[config.mk]
export PLATFORM = sky130hd
export DESIGN_NAME = dpwm_generador_10b
export DESIGN_NICKNAME = d
export VERILOG_FILES = /design/src/rtl/dpwm_generador_10b.sv
export SDC_FILE = /design/constraint.sdc
export NUM_CORES = 1
export LEC_CHECK = 0
export ABC_CLOCK_PERIOD_IN_PS = 2950
export BUFFER_PORTS_ARGS = -buffer_cell sky130_fd_sc_hd__buf_2
export CAP_MARGIN = 20
export CORE_MARGIN = 2
export CORE_UTILIZATION = 56
export DETAILED_ROUTE_END_ITERATION = 10
export PLACE_DENSITY = 0.78
export REMOVE_ABC_BUFFERS = 1
export SLEW_MARGIN = 20
export SYNTH_ARGS = -nofsm -noshare
export SYNTH_HDL_FRONTEND = slang
export SYNTH_SLANG_ARGS = --single-unit
export TNS_END_PERCENT = 10
[constraint.sdc]
create_clock -name clk -period 2.95 [get_ports clk]
set_clock_uncertainty 0.15 [all_clocks]
set_input_delay 0.1475 -clock clk [delete_from_list [all_inputs] [get_ports clk]]
set_output_delay 0.1475 -clock clk [all_outputs]
set_load 0.005 [all_outputs]
[src/rtl/dpwm_generador_10b.sv]
// -----------------------------------------------------------------------------
// dpwm_generador_10b
//
// Converts the 10-bit duty set-point (0..PERIODO) into a complementary
// high-side / low-side PWM pair with programmable dead time. The requested
// duty is saturated to PERIODO and double-buffered: while running, it is only
// copied into the active (shadow) register on the last cycle of a period, so
// a set-point change never cuts a running period short.
//
// Parameters
//   PERIODO  clk cycles per PWM period; also the duty ceiling (<= 1023)
//   MUERTO   dead-time cycles on every output transition (>= 1, < PERIODO/2)
//
// Ports
//   clk            in   1   system clock, all logic on posedge
//   reset          in   1   synchronous, active-high; priority over everything
//   enable         in   1   1 = run; 0 = outputs off, counter held at 0
//   ciclo_trabajo  in   10  requested duty in cycles of PERIODO (saturated)
//   pwm_alto       out  1   high-side drive, registered
//   pwm_bajo       out  1   low-side drive, registered
//   fin_periodo    out  1   one-cycle strobe on the last cycle of each period
//   duty_activo    out  10  duty currently applied (shadow register)
// -----------------------------------------------------------------------------
module dpwm_generador_10b #(
    parameter int unsigned PERIODO = 1000,
    parameter int unsigned MUERTO  = 4
) (
    input  logic       clk,
    input  logic       reset,
    input  logic       enable,
    input  logic [9:0] ciclo_trabajo,
    output logic       pwm_alto,
    output logic       pwm_bajo,
    output logic       fin_periodo,
    output logic [9:0] duty_activo
);

    localparam logic [9:0] C_PERIODO = 10'(PERIODO);
    localparam logic [9:0] C_ULTIMO  = 10'(PERIODO - 1);
    localparam logic [9:0] C_MUERTO  = 10'(MUERTO);

    typedef enum logic [1:0] {
        APAGADO,
        ALTO,
        BAJO,
        MUERTO_ST
    } t_estado;

    // -------------------------------------------------------------------------
    // Period counter, shadow duty and period-end strobe
    // -------------------------------------------------------------------------
    logic [9:0] r_cont;
    logic [9:0] r_duty;
    logic       r_fin;

    logic [9:0] w_sat;
    logic       w_ultimo;
    logic [9:0] w_cont_next;
    logic       w_raw;

    always_comb begin
        w_sat = (ciclo_trabajo > C_PERIODO) ? C_PERIODO : ciclo_trabajo;
    end

    always_comb begin
        w_ultimo = (r_cont == C_ULTIMO);
    end

    always_comb begin
        w_cont_next = r_cont + 10'd1;
        if (!enable || w_ultimo) begin
            w_cont_next = '0;
        end
    end

    // Raw compare: duty 0 never asserts, duty PERIODO always asserts.
    always_comb begin
        w_raw = enable & (r_cont < r_duty);
    end

    always_ff @(posedge clk) begin
        if (reset) begin
            r_cont <= '0;
            r_duty <= '0;
            r_fin  <= 1'b0;
        end else begin
            r_cont <= w_cont_next;
            // Strobe is registered from the next counter value so it is high
            // in the same cycle that the counter sits on PERIODO-1.
            r_fin  <= (w_cont_next == C_ULTIMO);
            // Stopped: track the set-point every cycle. Running: latch only at
            // the period boundary so the new duty applies from count 0.
            if (!enable || w_ultimo) begin
                r_duty <= w_sat;
            end
        end
    end

    // -------------------------------------------------------------------------
    // Dead-time FSM: state register / next-state logic / output decode
    // -------------------------------------------------------------------------
    t_estado    r_estado;
    t_estado    w_estado_next;
    logic [9:0] r_muerto_cnt;
    logic [9:0] w_muerto_next;
    logic       r_alto;
    logic       r_bajo;
    logic       w_alto_d;
    logic       w_bajo_d;

    // State register; outputs are registered from the decoded next state so
    // they always match the state they belong to.
    always_ff @(posedge clk) begin
        if (reset) begin
            r_estado     <= APAGADO;
            r_muerto_cnt <= '0;
            r_alto       <= 1'b0;
            r_bajo       <= 1'b0;
        end else begin
            r_estado     <= w_estado_next;
            r_muerto_cnt <= w_muerto_next;
            r_alto       <= w_alto_d;
            r_bajo       <= w_bajo_d;
        end
    end

    // Next-state logic
    always_comb begin
        w_estado_next = r_estado;
        w_muerto_next = r_muerto_cnt;
        case (r_estado)
            APAGADO: begin
                if (enable) begin
                    w_estado_next = MUERTO_ST;
                    w_muerto_next = C_MUERTO;
                end
            end
            ALTO: begin
                if (!enable) begin
                    w_estado_next = APAGADO;
                end else if (!w_raw) begin
                    w_estado_next = MUERTO_ST;
                    w_muerto_next = C_MUERTO;
                end
            end
            BAJO: begin
                if (!enable) begin
                    w_estado_next = APAGADO;
                end else if (w_raw) begin
                    w_estado_next = MUERTO_ST;
                    w_muerto_next = C_MUERTO;
                end
            end
            MUERTO_ST: begin
                // Loaded with MUERTO on entry and left when it reads 1, so the
                // gap is exactly MUERTO cycles. The exit side follows the raw
                // compare at that moment, which lets very short pulses vanish.
                if (!enable) begin
                    w_estado_next = APAGADO;
                end else if (r_muerto_cnt == 10'd1) begin
                    w_estado_next = w_raw ? ALTO : BAJO;
                end else begin
                    w_muerto_next = r_muerto_cnt - 10'd1;
                end
            end
            default: begin
                w_estado_next = APAGADO;
            end
        endcase
    end

    // Output decode (from next state, captured in the state register block)
    always_comb begin
        w_alto_d = (w_estado_next == ALTO);
        w_bajo_d = (w_estado_next == BAJO);
    end

    // -------------------------------------------------------------------------
    // Output ports
    // -------------------------------------------------------------------------
    assign pwm_alto    = r_alto;
    assign pwm_bajo    = r_bajo;
    assign fin_periodo = r_fin;
    assign duty_activo = r_duty;

endmodule

# Yosys cells after proc, flatten, opt, wreduce, memory -nomap -nowiden
# Index checks and enable logic that the tools add are counted.
dict set report op_classes {
  addsub 2
  order_cmp 2
  n_eq_ne 15
  mux 19
  n_bitwise 1
  n_reduce_logical 4
}
# op count
set ops {}
lappend ops {{$mux 10} 9}
lappend ops {{$pmux 10 s4} 1}
lappend ops {{$eq 10x10->1 const B} 2}
lappend ops {{$mux 2} 8}
lappend ops {{$ne 2x2->1 const B} 7}
lappend ops {{$add 10x1->10 const B} 1}
lappend ops {{$eq 10x1->1 const B} 1}
lappend ops {{$gt 10x10->1 const B} 1}
lappend ops {{$lt 10x10->1} 1}
lappend ops {{$sub 10x1->10 const B} 1}
lappend ops {{$pmux 2 s4} 1}
lappend ops {{$reduce_and 7->1} 1}
lappend ops {{$eq 2x2->1 const B} 3}
lappend ops {{$eq 2x1->1 const B} 2}
lappend ops {{$logic_not 2->1} 1}
lappend ops {{$and 1x1->1} 1}
lappend ops {{$logic_not 1->1} 1}
lappend ops {{$logic_or 1x1->1} 1}
dict set report totals {
  regBits 35
  inputBits 13
  output_inout_bits 13
  wordCells 50
}

# Logic depth before layout (Yosys ltp)
dict set report depth {
  word_depth 7
  ltp_mapped 9
  ltp_nobuf 8
}

# Least setup slack after synthesis
# Ideal clock, no wire load.
dict set report synth_path {
  path_type {flip-flop to flip-flop}
  start {register r_duty[7] (netlist: duty_activo[7])}
  end {register r_muerto_cnt[1]}
  setup_time_ps 143
  t_arrival_ps 2011
  required_ps 2657
  setup_slack_ps 646
  stages_incl_launch_ff 9
  n_path_buf 0
  synth_period_minus_slack_ps 2304
  cell_sequence {dfxtp_1 > inv_1 > ha_1 > a211o_1 > a21oi_2 > o31ai_2 > or4b_2 > nand3_2 > a311oi_2}
}
dict set report synth_via {
  elab_chain_len 4
  elab_cells_between_ends 5
  classes_between {order compare (1); eq/ne (2); bitwise (1); reduce/logical (1)}
}
# item line_no
set synth_lines {}
lappend synth_lines {{from (decl)} 53} ;# logic [9:0] r_duty;
lappend synth_lines {{from (signal assigned)} 94} ;# r_duty <= w_sat;
lappend synth_lines {{$lt 10x10->1 (*)} 78} ;# w_raw = enable & (r_cont < r_duty);
lappend synth_lines {{$and 1x1->1 (*)} 78}
lappend synth_lines {{$ne 2x2->1 (no source line)} -}
lappend synth_lines {{$reduce_and 7->1 (no source line) (*)} -}
lappend synth_lines {{to (signal assigned)} 121} ;# r_muerto_cnt <= w_muerto_next;
lappend synth_lines {{to (decl)} 104} ;# logic [9:0] r_muerto_cnt;
# Mark *: on every way between the ends. The rest lies on a longest branch, timed or not.
# A chain may end at the register's enable or synchronous reset.

# Final worst setup path
dict set report layout_path {
  start {register r_duty[7] (netlist: duty_activo[7])}
  end {register r_muerto_cnt[3]}
}
# The elaborated chain is that of the path after synthesis.

==> impl_results.md <==
- Die X: 60.6 um
- Synth top cells by count: 35 x dfxtp_1, 29 x nor2_1, 17 x a21oi_1
- Worst-path clk slew: 0.11 ns
- ANT nets after route: 0
- Slew Limit Fails: 0
- Arr. time, crit path: 2.82 ns
- TritonCTS Buffers: 5
- Initial core utilization: 58.7%
- Pint: 669 uW
- Fin. Hold Viols: 0
- Final setup viols: 0
- EDFF count, synth: 0
- HPWL after detailed placement: 2910 um
- Synth Register Bits: 35
- Gate power share: 19.7%
- Port-buffer cells: 25
- Sw frac: 29.5%
- CTS Root Cell: clkbuf_4
- Fmax: 370 MHz
- Max-cap viol count: 0
- Gp weighted congestion: 0.875
- Outcome: finished, final reports clean
- Synth unique cells: 47
- Power share of the clock group: 25.5%
- CTS tree: done
- Tot Pwr: 948 uW
- Slew @ Worst Pin: 0.574 ns
- Area contributors post-synth: dfxtp_1 39%, ha_1 8.4%, nor2_1 6.1%, a21oi_1 4.7%, or4_1 3.3%
- Mean routed wirelength per cell: 15.1 um
- Global route overflow: 0
- Grt peak-use layer: met2
- Largest net degree at the start of global routing: 18
- Dominant synthesized flop cell: dfxtp_1
- Worst setup EP type: register
- Rel. slew slack: 61.8%
- Clk_lat worst skew: 0.35 ns
- Power per Cell Area: 440 nW/um2
- Ys async rst share: 0%
- Layout net count: 271
- Drt via density: 5.72
- N_diodes: 0
- Critical path type: reg -> reg
- Mapped cell area: 1790 um2
- Vias in the first global route: 1640
- Count leader, synth: dfxtp_1
- Min-delay worst type: in -> reg
- Crit path max fanout: 17
- Tmin final: 2.70 ns
- DIE AREA: 3670 um2
- Post-Synthesis Cells: 203
- Vias: 1654
- Placed instance area: 1940 um2
- Cell Rows: 20
- Register Area: 701 um2
- Core Util, Final: 70.5%
- Sequential-to-total area share from yosys stat: 39.1%
- Residual DRC: 0
- Antenna violations before repair: 0
- Die height: 60.6 um
- Psw: 280 uW
- Clk buf depth: 2
- CP Data Required Time: 3.07 ns
- Share of layout cells above drive strength 1: 17.1%
- Top-area cell type share of the netlist area: 39.1%
- Tcrit/Tclk final: 91.6%
- Area grow syn2layout: 20.1%
- Synthesis warning total: 0
- Post-CTS setup buffer count: 0
- RSZ-0062 raised after global routing: no
- CTS Sinks: 35
- Largest area contributor in the netlist: dfxtp_1
- Fillers: 252
- M1 GR Usage: 29.3%
- Starting DRT DRC Count: 125
- Global-route wire length before repair: 7050 um
- Max VDD drop: 0.000294 V
- Core area: 3050 um2
- Met3 Track Usage GR: 5.12%
- Total negative setup slack: 0 ns
- Area of the multi-input gates: 1010 um2
- Finished Cell Area: 2150 um2
- Met2 usage: 47.5%
- 1st-pass router iterations: 4
- Sequential power share: 54.8%
- Final wirelength: 4360 um
- Leakage: 0.000933 uW
- H-tree lvl count: 2
- Mean post-synth cell area: 8.83 um2
- Tot GR Track Use: 26.1%
- Startpoint Class: register
- Io pins: 26
-- logic make-up (layout without fill, tap and decap cells) --
family / count (synthesis) / in the layout / share of synthesized area [%]
buffers and inverters: 20 / 62 / 4.81
AOI/OAI and AO/OA: 44 / 44 / 17.0
xor gates and xnor gates: 8 / 8 / 3.91
DFF: 35 / 35 / 39.1
and+or+nand+nor: 84 / 84 / 26.8
adders and majority gates: 12 / 12 / 8.37
-- layout by cell type, fill, tap and decap left out, drive strengths merged, types with 2 or more instances in the layout --
cell type and count:
dfxtp 35, nor2 29, buf 25, a21oi 18
dlygate4sd3 17, inv 14, ha 12, nand3 10
or4 8, o31ai 8, clkbuf 6, nand4 5
and3 5, xor2 5, nand2 5, nor3 4
or3 4, xnor2 3, o21ai 3, a22o 3
nand2b 3, or2 2, a31oi 2, nor4 2
-- cell type report --
| type | instances | share of cell area, % |
|---|---|---|
| sequential | 35 | 32.5 |
| inverter | 14 | 2.44 |
| tap | 44 | 2.56 |
| multi-input combinational | 148 | 46.8 |
| timing repair buffer | 42 | 13.7 |
| clock buffer | 6 | 1.92 |
-- per-layer routing --
| layer | part of all wire, % | vias up |
|---|---|---|
| li1 | - | 823 |
| met5 | 0 | - |
| met2 | 52 | 39 |
| met4 | 1.5 | 0 |
| met1 | 43 | 785 |
| met3 | 3.5 | 7 |
-- path summary, 6_finish.rpt --
| check | startpoint | endpoint | slack (ns) | cells after the start |
|---|---|---|---|---|
| min | enable | r_muerto_cnt[0] | 0.06 | 3 |
| max | duty_activo[7] | r_muerto_cnt[3] | 0.25 | 8 |
| min reg2reg | r_cont[0] | r_cont[0] | 0.35 | 1 |
| max reg2reg | duty_activo[7] | r_muerto_cnt[3] | 0.25 | 8 |
-- per-stage QoR --
step | setup slack (ns) | cells | hold slack [ns]
after floorplan | 0.568 | 197 | 0.0699
after global placement | 0.504 | 266 | 0.224
after detailed placement | 0.350 | 266 | 0.223
after CTS | 0.123 | 289 | 0.0483
after global routing | 0.132 | 289 | 0.0702
final | 0.247 | 289 | 0.0637
-- flip-flops by register name, indices dropped and copies added, names as in the netlist --
name / cells
duty_activo: 10
r_cont: 10
r_muerto_cnt: 10
r_estado: 2
fin_periodo: 1
pwm_alto: 1
pwm_bajo: 1
-- worst max-delay path: stages (launching register included) --
cell and delay [ns]:
dfxtp_1 0.35, inv_1 0.06, ha_1 0.33, a211o_1 0.29
a21oi_2 0.15, o31ai_2 0.14, o211a_1 0.43, or4_1 0.55
a21oi_1 0.16
-- power by group through the flow --
stage	Combinational (uW)	Clock, uW	Sequential (uW)
finish	187	242	520
global route	206	260	524
CTS	183	240	519
detailed placement	164	0	530
global placement	155	0	528
floorplan	115	0	526
-- repair_timing --
action	CTS	global route
hold buffers	17	0
resized for setup	0	1
hold endpoints to repair	10	0
endpoints found under the setup margin	0	1
No activity file was read; power rests on OpenSTA's default activity.
